[src/rtl/module_memory_arbiter.sv]
// module_memory_arbiter: round-robin arbiter with bounded locked bursts sharing one data memory port between two requesters
module module_memory_arbiter #(
    parameter int WORD_SIZE    = 32,
    parameter int ADDRESS_BITS = 32,
    parameter int MAX_BURST    = 4
) (
    input  logic                    clk,
    input  logic                    reset,
    input  logic                    req_0,
    input  logic                    we_0,
    input  logic                    lock_0,
    input  logic [ADDRESS_BITS-1:0] addr_0,
    input  logic [WORD_SIZE-1:0]    wdata_0,
    output logic                    gnt_0,
    output logic                    rvalid_0,
    output logic [WORD_SIZE-1:0]    rdata_0,
    input  logic                    req_1,
    input  logic                    we_1,
    input  logic                    lock_1,
    input  logic [ADDRESS_BITS-1:0] addr_1,
    input  logic [WORD_SIZE-1:0]    wdata_1,
    output logic                    gnt_1,
    output logic                    rvalid_1,
    output logic [WORD_SIZE-1:0]    rdata_1,
    output logic                    mem_we,
    output logic [ADDRESS_BITS-1:0] mem_addr,
    output logic [WORD_SIZE-1:0]    mem_wdata,
    input  logic [WORD_SIZE-1:0]    mem_rdata
);
    typedef enum logic [1:0] {OWN_NONE, OWN_P0, OWN_P1} owner_t;
    owner_t owner_q, owner_d;
    logic prio_q, prio_d;
    logic [3:0] burst_cnt_q, burst_cnt_d;
    logic rd_pend_q, rd_pend_d;
    logic rd_port_q, rd_port_d;
    logic [WORD_SIZE-1:0] rdata_0_q, rdata_0_d, rdata_1_q, rdata_1_d;
    logic own_0, own_1, gnt_any, g_we, g_lock;
    logic [4:0] cnt_inc;
    always_comb begin
        own_0 = owner_q == OWN_P0 && req_0;
        own_1 = owner_q == OWN_P1 && req_1;
        gnt_0 = !reset && (own_0 || (!own_1 && req_0 && (!req_1 || !prio_q)));
        gnt_1 = !reset && !gnt_0 && (own_1 || (!own_0 && req_1 && (!req_0 || prio_q)));
        gnt_any = gnt_0 || gnt_1;
        g_we = gnt_1 ? we_1 : we_0;
        g_lock = gnt_1 ? lock_1 : lock_0;
        mem_we = gnt_any && g_we;
        mem_addr = gnt_1 ? addr_1 : addr_0;
        mem_wdata = gnt_1 ? wdata_1 : wdata_0;
        // a burst count only carries over when the current owner is the one being granted
        cnt_inc = {1'b0, (own_0 || own_1) ? burst_cnt_q : 4'd0} + 5'd1;
        owner_d = owner_q;
        burst_cnt_d = burst_cnt_q;
        prio_d = prio_q;
        if (gnt_any && g_lock && cnt_inc < 5'(MAX_BURST)) begin
            owner_d = gnt_1 ? OWN_P1 : OWN_P0;
            burst_cnt_d = cnt_inc[3:0];
        end else if (gnt_any) begin
            owner_d = OWN_NONE;
            burst_cnt_d = 4'd0;
            prio_d = !gnt_1;
        end else if (owner_q != OWN_NONE) begin
            owner_d = OWN_NONE;
            burst_cnt_d = 4'd0;
            prio_d = owner_q == OWN_P0;
        end
        rd_pend_d = gnt_any && !g_we;
        rd_port_d = gnt_1;
        rvalid_0 = !reset && rd_pend_q && !rd_port_q;
        rvalid_1 = !reset && rd_pend_q && rd_port_q;
        rdata_0 = rvalid_0 ? mem_rdata : rdata_0_q;
        rdata_1 = rvalid_1 ? mem_rdata : rdata_1_q;
        rdata_0_d = rdata_0;
        rdata_1_d = rdata_1;
    end
    always_ff @(posedge clk) begin
        if (reset) begin
            owner_q <= OWN_NONE;
            prio_q <= 1'b0;
            burst_cnt_q <= 4'd0;
            rd_pend_q <= 1'b0;
            rd_port_q <= 1'b0;
            rdata_0_q <= '0;
            rdata_1_q <= '0;
        end else begin
            owner_q <= owner_d;
            prio_q <= prio_d;
            burst_cnt_q <= burst_cnt_d;
            rd_pend_q <= rd_pend_d;
            rd_port_q <= rd_port_d;
            rdata_0_q <= rdata_0_d;
            rdata_1_q <= rdata_1_d;
        end
    end
endmodule

[config.mk]
export PLATFORM = sky130hd
export DESIGN_NAME = module_memory_arbiter
export DESIGN_NICKNAME = d
export VERILOG_FILES = /design/src/rtl/module_memory_arbiter.sv
export SDC_FILE = /design/constraint.sdc
export NUM_CORES = 1
export LEC_CHECK = 0
export BUFFER_PORTS_ARGS = -buffer_cell sky130_fd_sc_hd__buf_2
export CAP_MARGIN = 25
export CELL_PAD_IN_SITES_DETAIL_PLACEMENT = 0
export CELL_PAD_IN_SITES_GLOBAL_PLACEMENT = 2
export CORE_MARGIN = 10
export CORE_UTILIZATION = 19
export DETAILED_ROUTE_END_ITERATION = 16
export PLACE_DENSITY = 0.8
export SLEW_MARGIN = 15
export SYNTH_ARGS = -nofsm -noshare
export SYNTH_HDL_FRONTEND = slang
export SYNTH_SLANG_ARGS = --single-unit
[constraint.sdc]
create_clock -name clk -period 1.7 [get_ports clk]
set_input_delay 0.255 -clock clk [delete_from_list [all_inputs] [get_ports clk]]
set_output_delay 0.255 -clock clk [all_outputs]
set_load 0.05 [all_outputs]
==> flow_summary.json <==
{
  "io_buffers": 300,
  "fillCellCount": 1828,
  "drt-pass1-iter-count": 4,
  "multi_input_area_mm2": 0.003496,
  "post_dp_cell_area_mm2": 0.006281,
  "status": "complete, but fails checks",
  "htreeDepth": 3,
  "hp-class": "in2reg",
  "hold_violations": 0,
  "wire_per_inst_um": 17.71,
  "design_area_mm2": 0.009434,
  "synth_area_per_cell_um2": 7.131,
  "grt_pass1_wl_um": 29660,
  "final_util_pct": 48.31,
  "max_stage_delay_ns": 0.33,
  "drive_above_1_share_pct": 71.53,
  "end_kind": "output port",
  "numCtsBuffers": 9,
  "crit_arrival_ns": 1.78,
  "initial_core_util_pct": 19.32,
  "num_rows": 51,
  "cts_sinks": 73,
  "regArea_mm2": 0.001469,
  "die-area_mm2": 0.02589,
  "num_vias": 4803,
  "finalMaxSlewViolations": 0,
  "rr_startpoint": "owner_q[1]$_SDFFE_PP0P_",
  "synth_edf_count": 0,
  "power.switching_mw": 2.173,
  "die_h_um": 160.9,
  "design.core.area_mm2": 0.01953,
  "fin_ws_ns": -0.3345,
  "cp_data_required_time_ns": 1.44,
  "critPathKind": "reg2out",
  "hpwlAfterDp_um": 13240,
  "p_int_mw": 4.244,
  "rr_endpoint": "prio_q$_SDFFE_PP0P_",
  "drtIter0Drc": 127,
  "max_freq_ghz": 0.4915,
  "crit_buf_inv": 4,
  "cts.clk_slew.worst_paths_ns": 0.06,
  "hold_path_depth": 2,
  "setup_viol": 134,
  "worstSetupStartpointType": "register",
  "clkPwrFrac_pct": 35.2,
  "yosys_warnings": 0,
  "grt_pass1_vias": 5272,
  "overflow": 0,
  "seq_power_share_pct": 27.6,
  "power.leakage_nw": 4.488,
  "startpoint": "owner_q[1]$_SDFFE_PP0P_",
  "synth_ff_type": "dfxtp_1",
  "die_x_um": 160.9,
  "finalSetupTns_ns": -30.69,
  "finalPower_mw": 6.417,
  "peakVddDrop_mv": 0.3335,
  "p_sw_share_pct": 33.86,
  "r2r_cells": 9,
  "gp_congestion": 0.7552,
  "worstSkewPairLatency_ns": 0.34,
  "critPathSlowestCell": "dfxtp_2",
  "p_comb_share_pct": 37.2,
  "final_cell_mix": "167 x buf_2, 136 x nand2_4, 96 x nand2_1",
  "powerDensity_mw_per_mm2": 680.2,
  "nets": 1048,
  "syn_area_mm2": 0.003772,
  "max_cap_viol_count": 0,
  "post-route-period-util_pct": 119.7,
  "yosysSeqAreaShare_pct": 38.74,
  "ios": 301,
  "cp-endpoint": "mem_addr[24]",
  "diodes": 0,
  "synthCells": 529,
  "crit_chain": "nand2b_4 -> o221ai_4 -> buf_8 -> buf_12 -> buf_12 -> nand2_1 -> nand2_4 -> buf_8",
  "clockRootBuffer": "clkbuf_16",
  "cts_hold_buf": 0,
  "crit_cells": 8,
  "grt_max_degree": 65,
  "violations": "setup timing",
  "area_growth_pct": 150.1,
  "finClkSkew_ns": 0.003400,
  "grt_antenna_before_repair": 0,
  "slew_headroom_pct": 54.54,
  "syn_nets": 697,
  "ys_seq_elements": 73,
  "critPathMaxFanout": 8,
  "rsz0062_at_grt": "yes",
  "postRouteAntennaNets": 0,
  "worstMarginPinSlew_ns": 0.6819,
  "yosys.cell_types.count": 34,
  "route.detailed.drc": 0,
  "vias_per_cell": 4.177,
  "grt_usage_pct": 14.34,
  "fin_crit_ns": 2.035,
  "drt_wl_total_um": 20360,
  "layout_commonest_cell": "buf_2",
  "cts.path.max_buffers": 2,
  "async_flop_share_pct": 0,
  "crit_family": "buffers and inverters",
  "timing.hold.ws_ns": 0.1906,
  "reg2reg_slack_ns": -0.16,
  "cts_tree": "yes"
}
-- power groups by stage --
stage	clock, mW	sequential, mW	combinational [mW]
2_1_floorplan	0	1.80	1.19
3_3_place_gp	0	1.80	1.73
3_5_place_dp	0	1.80	1.72
4_1_cts	2.33	1.77	2.21
5_1_grt	2.39	1.77	2.51
6_report	2.26	1.77	2.39
-- metal layers --
layer	share of wire [%]	track usage (%)
met1	38	15.39
met2	52	25.26
met3	9.0	6.774
met4	1.0	2.688
met5	0	0
-- cell type report --
cell class / instances / area share [%]
repair buffers: 371 / 39.72
multi-input cells: 420 / 37.06
flip-flops and latches: 73 / 15.57
well taps: 265 / 3.515
clock buffers: 9 / 2.387
clock inverters: 7 / 1.340
inverters: 5 / 0.4111
-- worst register-to-register path: cells and delay by family, from the launching register on --
kind / cells / cell delay (ns)
buffers and inverters: 4 / 0.50
multiplexers: 1 / 0.22
AND/OR/NAND/NOR: 1 / 0.15
AO/OA/AOI/OAI: 3 / 0.58
flip-flops: 1 / 0.33
-- flip-flops by register name, indices dropped and copies added, names as in the netlist --
register,flops
owner_q,2
rd_pend_q,1
rdata_0_q,32
rd_port_q,1
burst_cnt_q,4
rdata_1_q,32
prio_q,1
-- stage by stage --
| step | worst slack [ns] | cells |
|---|---|---|
| final | -0.3345 | 1150 |
| after global routing | -0.4078 | 1150 |
| after CTS | -0.3795 | 1139 |
| after detailed placement | -0.1633 | 1088 |
| after global placement | -0.1828 | 1088 |
| after floorplan | -0.1177 | 529 |
-- repair_timing --
action,4_1_cts,5_1_grt
cloned,10,8
buffers inserted,25,11
pin swaps,69,49
endpoints found under the setup margin,136,135
endpoints found under the hold margin,0,0
gates resized for setup,468,170
-- how the worst min path moves through the flow --
stage                                           start                          end  slack, ns
final                                          lock_1      owner_q[1]$_SDFFE_PP0P_       0.19
after detailed placement  burst_cnt_q[3]$_SDFFE_PP0P_  burst_cnt_q[3]$_SDFFE_PP0P_       0.45
after floorplan                                lock_0      owner_q[0]$_SDFFE_PP0P_       0.40
after CTS                                      lock_1      owner_q[1]$_SDFFE_PP0P_       0.16
after global routing                           lock_1      owner_q[1]$_SDFFE_PP0P_       0.19
after global placement    burst_cnt_q[2]$_SDFFE_PP0P_  burst_cnt_q[2]$_SDFFE_PP0P_       0.45
-- Yosys cell counts (2+ instances only) --
cell | count | area (um2)
inv_2 | 2 | 7.510
dfxtp_1 | 73 | 1461
clkbuf_1 | 14 | 52.55
mux2i_1 | 3 | 30.03
nor2b_1 | 67 | 419.2
nand2b_1 | 2 | 12.51
nand3b_1 | 2 | 15.01
nor2_1 | 2 | 7.510
mux2_2 | 28 | 315.3
mux2_1 | 4 | 45.04
inv_1 | 3 | 11.26
nand2_1 | 289 | 1085
and3_1 | 2 | 12.51
buf_4 | 2 | 15.01
and2_1 | 3 | 18.77
buf_2 | 15 | 75.07
-- logic make-up after synthesis --
group,after synthesis,synth area share [%]
muxes,35,10.35
and+or+nand+nor,373,43.28
DFF,73,38.74
AOI/OAI and AO/OA,12,3.350
buffers and inverters,36,4.278
Note: power is estimated with default switching activity, not from simulation.
